`src/rtl/pwm_fade_ctrl.sv`:
```
// pwm_fade_ctrl: ramps the duty cycle of a downstream pwm instance toward a
// commanded target, one step every dwell PWM periods, always on period
// boundaries.
//
// Ports:
//   clk, rst           clock, asynchronous active-high reset
//   cmd_valid/ready    fade command handshake (ready only while IDLE)
//   cmd_divval         pwm clock divider value
//   cmd_maxcnt         pwm timer max count (clamped to 0xFFFE)
//   cmd_target         target duty in timer ticks (clamped to maxcnt+1)
//   cmd_step           duty increment per update (0 treated as 1)
//   cmd_dwell          PWM periods between updates (0 treated as 1)
//   abort              stop the ramp and hold the current duty
//   config_out         {maxcnt, divval} for pwm config_in
//   comp_levels_out    {hpoint, lpoint} for pwm comp_levels_in
//   busy               high while ramping
//   done               one-cycle pulse when the target is reached
module pwm_fade_ctrl #(
   parameter int unsigned CNT_W = 34
) (
   input  logic        clk,
   input  logic        rst,
   input  logic        cmd_valid,
   output logic        cmd_ready,
   input  logic [15:0] cmd_divval,
   input  logic [15:0] cmd_maxcnt,
   input  logic [15:0] cmd_target,
   input  logic [15:0] cmd_step,
   input  logic [15:0] cmd_dwell,
   input  logic        abort,
   output logic [31:0] config_out,
   output logic [31:0] comp_levels_out,
   output logic        busy,
   output logic        done
);

   localparam int unsigned DW = 16;

   typedef enum logic {IDLE, RAMP} state_t;

   state_t           state;
   logic [DW-1:0]    cur_duty;
   logic [DW-1:0]    maxcnt_l;
   logic [DW-1:0]    target_l;
   logic [DW-1:0]    step_l;
   logic [DW-1:0]    dwell_l;
   logic [DW-1:0]    dwell_cnt;
   logic [CNT_W-1:0] period_last;
   logic [CNT_W-1:0] period_cnt;

   logic [DW-1:0]    acc_maxcnt;
   logic [DW:0]      acc_full;
   logic [DW-1:0]    acc_target;
   logic [DW-1:0]    acc_step;
   logic [DW-1:0]    acc_dwell;
   logic [CNT_W-1:0] acc_period_last;
   logic [DW:0]      sum17;
   logic [DW:0]      diff17;
   logic [DW-1:0]    nxt_duty;
   logic             period_wrap;
   logic             upd_edge;
   logic             final_upd;

   // {hpoint, lpoint} for a duty value; 0 and maxcnt+1 use the never-high /
   // never-low encodings of the pwm comparator.
   function automatic logic [31:0] encode_duty(input logic [DW-1:0] d,
                                               input logic [DW-1:0] mc);
      logic [31:0] r;
      if (d == '0)
         r = {16'hFFFF, 16'h0000};
      else if ({1'b0, d} == ({1'b0, mc} + 17'd1))
         r = {16'h0000, 16'hFFFF};
      else
         r = {16'h0000, d};
      return r;
   endfunction

   // Command clamping, period length and next-duty computation.
   always_comb begin
      acc_maxcnt      = (cmd_maxcnt == 16'hFFFF) ? 16'hFFFE : cmd_maxcnt;
      acc_full        = {1'b0, acc_maxcnt} + 17'd1;
      acc_target      = ({1'b0, cmd_target} > acc_full) ? acc_full[DW-1:0] : cmd_target;
      acc_step        = (cmd_step == '0) ? 16'd1 : cmd_step;
      acc_dwell       = (cmd_dwell == '0) ? 16'd1 : cmd_dwell;
      acc_period_last = (((CNT_W'(cmd_divval) + CNT_W'(1)) *
                          (CNT_W'(acc_maxcnt) + CNT_W'(1))) << 1) - CNT_W'(1);

      // 17-bit arithmetic so the step can never wrap past the target.
      sum17    = {1'b0, cur_duty} + {1'b0, step_l};
      diff17   = {1'b0, cur_duty} - {1'b0, target_l};
      nxt_duty = cur_duty;
      if (target_l > cur_duty) begin
         if (sum17 >= {1'b0, target_l}) nxt_duty = target_l;
         else                           nxt_duty = sum17[DW-1:0];
      end else begin
         if (diff17 <= {1'b0, step_l})  nxt_duty = target_l;
         else                           nxt_duty = cur_duty - step_l;
      end

      period_wrap = (period_cnt == period_last);
      upd_edge    = period_wrap && (dwell_cnt == (dwell_l - 16'd1));
      final_upd   = upd_edge && (nxt_duty == target_l);
   end

   // Sequencer: command accept, period/dwell counting, duty updates.
   always_ff @(posedge clk or posedge rst) begin
      if (rst) begin
         state           <= IDLE;
         cmd_ready       <= 1'b1;
         busy            <= 1'b0;
         done            <= 1'b0;
         config_out      <= 32'h0000_0000;
         comp_levels_out <= 32'hFFFF_0000;
         cur_duty        <= '0;
         maxcnt_l        <= '0;
         target_l        <= '0;
         step_l          <= 16'd1;
         dwell_l         <= 16'd1;
         dwell_cnt       <= '0;
         period_last     <= '0;
         period_cnt      <= '0;
      end else begin
         done <= 1'b0;
         case (state)
            IDLE: begin
               if (cmd_valid) begin
                  maxcnt_l    <= acc_maxcnt;
                  target_l    <= acc_target;
                  step_l      <= acc_step;
                  dwell_l     <= acc_dwell;
                  period_last <= acc_period_last;
                  config_out  <= {acc_maxcnt, cmd_divval};
                  period_cnt  <= '0;
                  dwell_cnt   <= '0;
                  if (acc_target == cur_duty) begin
                     done <= 1'b1;
                  end else begin
                     state     <= RAMP;
                     busy      <= 1'b1;
                     cmd_ready <= 1'b0;
                  end
               end
            end
            RAMP: begin
               // Completion takes priority over a coincident abort.
               if (final_upd) begin
                  cur_duty        <= nxt_duty;
                  comp_levels_out <= encode_duty(nxt_duty, maxcnt_l);
                  done            <= 1'b1;
                  state           <= IDLE;
                  busy            <= 1'b0;
                  cmd_ready       <= 1'b1;
               end else if (abort) begin
                  state     <= IDLE;
                  busy      <= 1'b0;
                  cmd_ready <= 1'b1;
               end else if (period_wrap) begin
                  period_cnt <= '0;
                  if (upd_edge) begin
                     dwell_cnt       <= '0;
                     cur_duty        <= nxt_duty;
                     comp_levels_out <= encode_duty(nxt_duty, maxcnt_l);
                  end else begin
                     dwell_cnt <= dwell_cnt + 16'd1;
                  end
               end else begin
                  period_cnt <= period_cnt + CNT_W'(1);
               end
            end
            default: state <= IDLE;
         endcase
      end
   end

endmodule

```
`config.mk`:
```
export PLATFORM = sky130hd
export DESIGN_NAME = pwm_fade_ctrl
export DESIGN_NICKNAME = d
export VERILOG_FILES = /design/src/rtl/pwm_fade_ctrl.sv
export SDC_FILE = /design/constraint.sdc
export NUM_CORES = 1
export LEC_CHECK = 0
export CORE_MARGIN = 2
export CORE_UTILIZATION = 35
export DETAILED_ROUTE_END_ITERATION = 12
export GPL_ROUTABILITY_DRIVEN = 1
export SETUP_SLACK_MARGIN = 0.3
export SLEW_MARGIN = 10
export SYNTH_ARGS = -nofsm -noshare
export SYNTH_HDL_FRONTEND = slang
export SYNTH_SLANG_ARGS = --single-unit
```
`constraint.sdc`:
```
create_clock -name clk -period 8.4 [get_ports clk]
set_input_delay 1.68 -clock clk [delete_from_list [all_inputs] [get_ports clk]]
set_output_delay 1.68 -clock clk [all_outputs]
set_load 0.005 [all_outputs]
```
==> qor.yml <==
place:
  portBuffers: 150
  dpl-instance-area_um2: 31280
  dpl.hpwl_mm: 69.03
  gp_congestion: 0.9738
flow_run:
  max_cap_violations: 0
min_path:
  hold_end: "comp_levels_out[14]"
  min_path_type: "reg2reg"
  min_from: "comp_levels_out[14]"
  hold_depth: 1
run_status:
  status: "finished, violations left"
  violations: "setup timing"
logic_synthesis:
  avgSynthCellArea_um2: 8.487
  ys_warn_count: 0
  syn_inst: 3108
  synth_ff_type: "dfrtp_1"
  async_flop_share_pct: 100.0
  synth_top_area_share_pct: 18.69
  yosys_register_bits: 201
  yosysUniqueCellTypes: 113
  syn-cell-area_um2: 26380
  yosys.area.top_type: "dfrtp_1"
  synth_edf_count: 0
  synth_area_leaders: "dfrtp_1, fa_1, ha_1"
  ys_seq_area_share_pct: 19.09
  syn_nets: 3624
finish:
  syn2layout_area_growth_pct: 26.77
  fin_area_um2: 33440
  fin_nets: 4064
  diodes: 0
  layout-drive-gt1-share_pct: 21.19
  n_fill_cell: 7268
clock_tree:
  cts.sinks: 201
  hold_buffers: 0
  cts_buffer_depth: 3
  worstSkewPairLatency_ps: 570
  htree_levels: 1
  root_buffer: "clkbuf_16"
  cts.clk_slew.worst_paths_ps: 60
  cts_made_buffers: 26
  cts_tree: "built"
timing:
  finalCritPeriodShare_pct: 104.3
  slew_viol_final: 0
  setup_viol_count_final: 12
  skew_ps: 17.36
  rsz0062_at_grt: "true"
  relSlewSlack_pct: 25.37
  layout_setup_ws_ps: -364.0
  hold_viol_final: 0
  worstMarginPinSlew_ps: 1112
  period_minus_slack_ps: 8764
  fmax_ghz: 0.1141
setup_path:
  critPathMaxFanout: 8
  r2r-start: "cur_duty[0]"
  reg2regPathDepth: 22
  critPathArrivalTime_ps: 9180
  cp_slowest_cell: "fa_1"
  worst_path_most_repeated_cell: "buf_6"
  critPathCaptureType: "register"
  critical_path_required_ps: 8820
  path_class: "in2reg"
  timing.rr.end: "comp_levels_out[7]"
  r2r_slack_ps: 1270
  timing.critical_path.slowest_cell_delay_ps: 560
  startpoint_type: "input port"
floorplan:
  num_io_pins: 151
  core_um2: 74570
  die_h_um: 278.5
  start_util_pct: 35.37
  rows: 100
  die_area_um2: 77570
  die_w_um: 278.5
route:
  vias: 24020
  drc: 0
  avgViaCountPerCell: 5.293
  detail_route.wirelength_mm: 85.08
  drtPass1Iterations: 6
  first_iter_violations: 1814
  drtAntennaViolNets: 0
  drt-wirelength-per-cell_um: 18.75
global_route:
  gr-total-overflow: 0
  grt_antenna_before_repair: 0
  grt_usage_pct: 21.95
  grt_pass1_wl_mm: 135.0
  grt_pass1_vias: 24000
  grt_max_degree: 99
## sequential cells by signal, indices dropped and copies added (netlist names)
| name | cells |
|---|---|
| busy | 1 |
| cmd_ready | 1 |
| comp_levels_out | 17 |
| config_out | 32 |
| cur_duty | 16 |
| done | 1 |
| dwell_cnt | 16 |
| dwell_l | 16 |
| period_cnt | 34 |
| period_last | 34 |
| state | 1 |
| step_l | 16 |
| target_l | 16 |
## per-stage QoR
| stage | worst slack, ps | TNS (ps) | util (%) | hold slack, ps | cells |
|---|---|---|---|---|---|
| 6_report | -364.0 | -2479 | 44.84 | 486.9 | 4537 |
| 5_1_grt | -592.2 | -6218 | 44.84 | 500.5 | 4537 |
| 4_1_cts | -463.5 | -2833 | 44.01 | 489.2 | 4515 |
| 3_5_place_dp | -1503 | -22960 | 41.94 | 475.8 | 4434 |
| 3_3_place_gp | -1448 | -21700 | 41.94 | 472.0 | 4434 |
| 2_1_floorplan | -743.7 | -5204 | - | 455.9 | 3108 |
## cell usage after synthesis (8+ instances only)
cell type and number:
inv_1 396, nand2_1 364, nor2_1 274, fa_1 226, ha_1 206, dfrtp_1 197, xnor2_1 162, o21ai_0 144
a21oi_1 91, clkbuf_1 91, nand3_1 80, mux2_2 67, xor2_1 67, nor3_1 48, and3_1 42, a21o_1 40
and2_1 34, or3_1 31, nor4_1 30, nand2b_1 29, nand4_1 29, o21ai_1 25, mux2i_1 24, o21a_1 22
nor2b_1 21, buf_4 20, a211o_1 18, o211ai_1 18, a211oi_1 17, a31oi_1 17, buf_2 15, o31ai_1 13
and4_1 11, o21bai_1 11, a2111oi_0 10, a221oi_1 10, nand4b_1 9, or4_1 9, a31oi_4 8
## routing by layer
layer  GRT usage [%]  vias to the layer above  share of wire [%]
li1                -                    11340                  -
met1           30.13                    11840                 45
met2           36.29                      715                 46
met3           2.678                      123                6.4
met4           6.272                        0                3.0
met5               0                        -                  0
## worst max-delay path: cells and delay by family
kind / cells / cell delay [ps]
simple gates: 7 / 1190
fa+ha+maj: 8 / 3540
compound gates: 7 / 1350
xor+xnor: 2 / 350
buf+inv: 10 / 1070
## worst max path at each step
| stage | from | endpoint | slack [ps] | cells past startpoint |
|---|---|---|---|---|
| 6_report | cmd_maxcnt[9] | period_last[33] | -360 | 34 |
| 5_1_grt | cmd_maxcnt[9] | period_last[33] | -590 | 34 |
| 4_1_cts | cmd_maxcnt[9] | period_last[30] | -460 | 33 |
| 3_5_place_dp | cmd_maxcnt[2] | period_last[30] | -1500 | 35 |
| 3_3_place_gp | cmd_maxcnt[4] | period_last[33] | -1450 | 32 |
| 2_1_floorplan | cmd_maxcnt[2] | period_last[33] | -740 | 33 |
## timing repair
action / 4_1_cts / 5_1_grt
hold endpoints to repair: 0 / 0
setup endpoints to repair: 22 / 21
gates resized for setup: 168 / 115
buffers inserted: 33 / 21
pin swaps: 88 / 76
gates cloned: 0 / 1
## cell usage in the layout (no fill, tap or decap), types with 10 or more instances in the layout
cell,synthesis,layout
inv_1,396,372
buf_4,20,358
nand2_1,364,349
nor2_1,274,253
fa_1,226,218
dfrtp_1,197,197
ha_1,206,190
xnor2_1,162,148
clkdlybuf4s50_1,0,129
o21ai_0,144,127
a21oi_1,91,82
nand3_1,80,74
mux2_2,67,67
xor2_1,67,66
nor3_1,48,43
a21o_1,40,40
o21ai_1,25,39
buf_6,7,39
and3_1,42,33
and2_1,34,32
or3_1,31,31
nand4_1,29,29
nand2b_1,29,28
nor4_1,30,28
clkbuf_16,0,26
mux2i_1,24,22
inv_2,2,22
o21a_1,22,21
nor2b_1,21,19
o211ai_1,18,18
a211o_1,18,17
nor2_2,1,17
a31oi_1,17,16
a211oi_1,17,15
o31ai_1,13,13
ha_4,0,13
xnor2_2,0,11
o21bai_1,11,10
a221oi_1,10,10
nand2_2,0,10
## cells by family after synthesis
kind of cell               after synthesis  share of synthesized area, %
AOI/OAI and AO/OA                      544                         14.46
adders and majority gates              432                         26.92
xor gates and xnor gates               232                         7.860
buffers and inverters                  541                         8.297
muxes                                   94                         3.994
DFF                                    201                         19.09
and+or+nand+nor                       1064                         19.38
## layout make-up
cell class	instances	area (um2)	area share, %
multi-input cells	2366	20100	60.12
repair inverters	1	7.507	0.02245
clock buffers	28	668.1	1.998
clock inverters	20	235.2	0.7035
well taps	969	1212	3.626
inverters	405	1546	4.625
flip-flops and latches	201	5035	15.06
repair buffers	547	4629	13.85
Power is left out: the tool's default activity adds up to more than one toggle a clock period on the data nets, which glitch-free logic cannot reach.
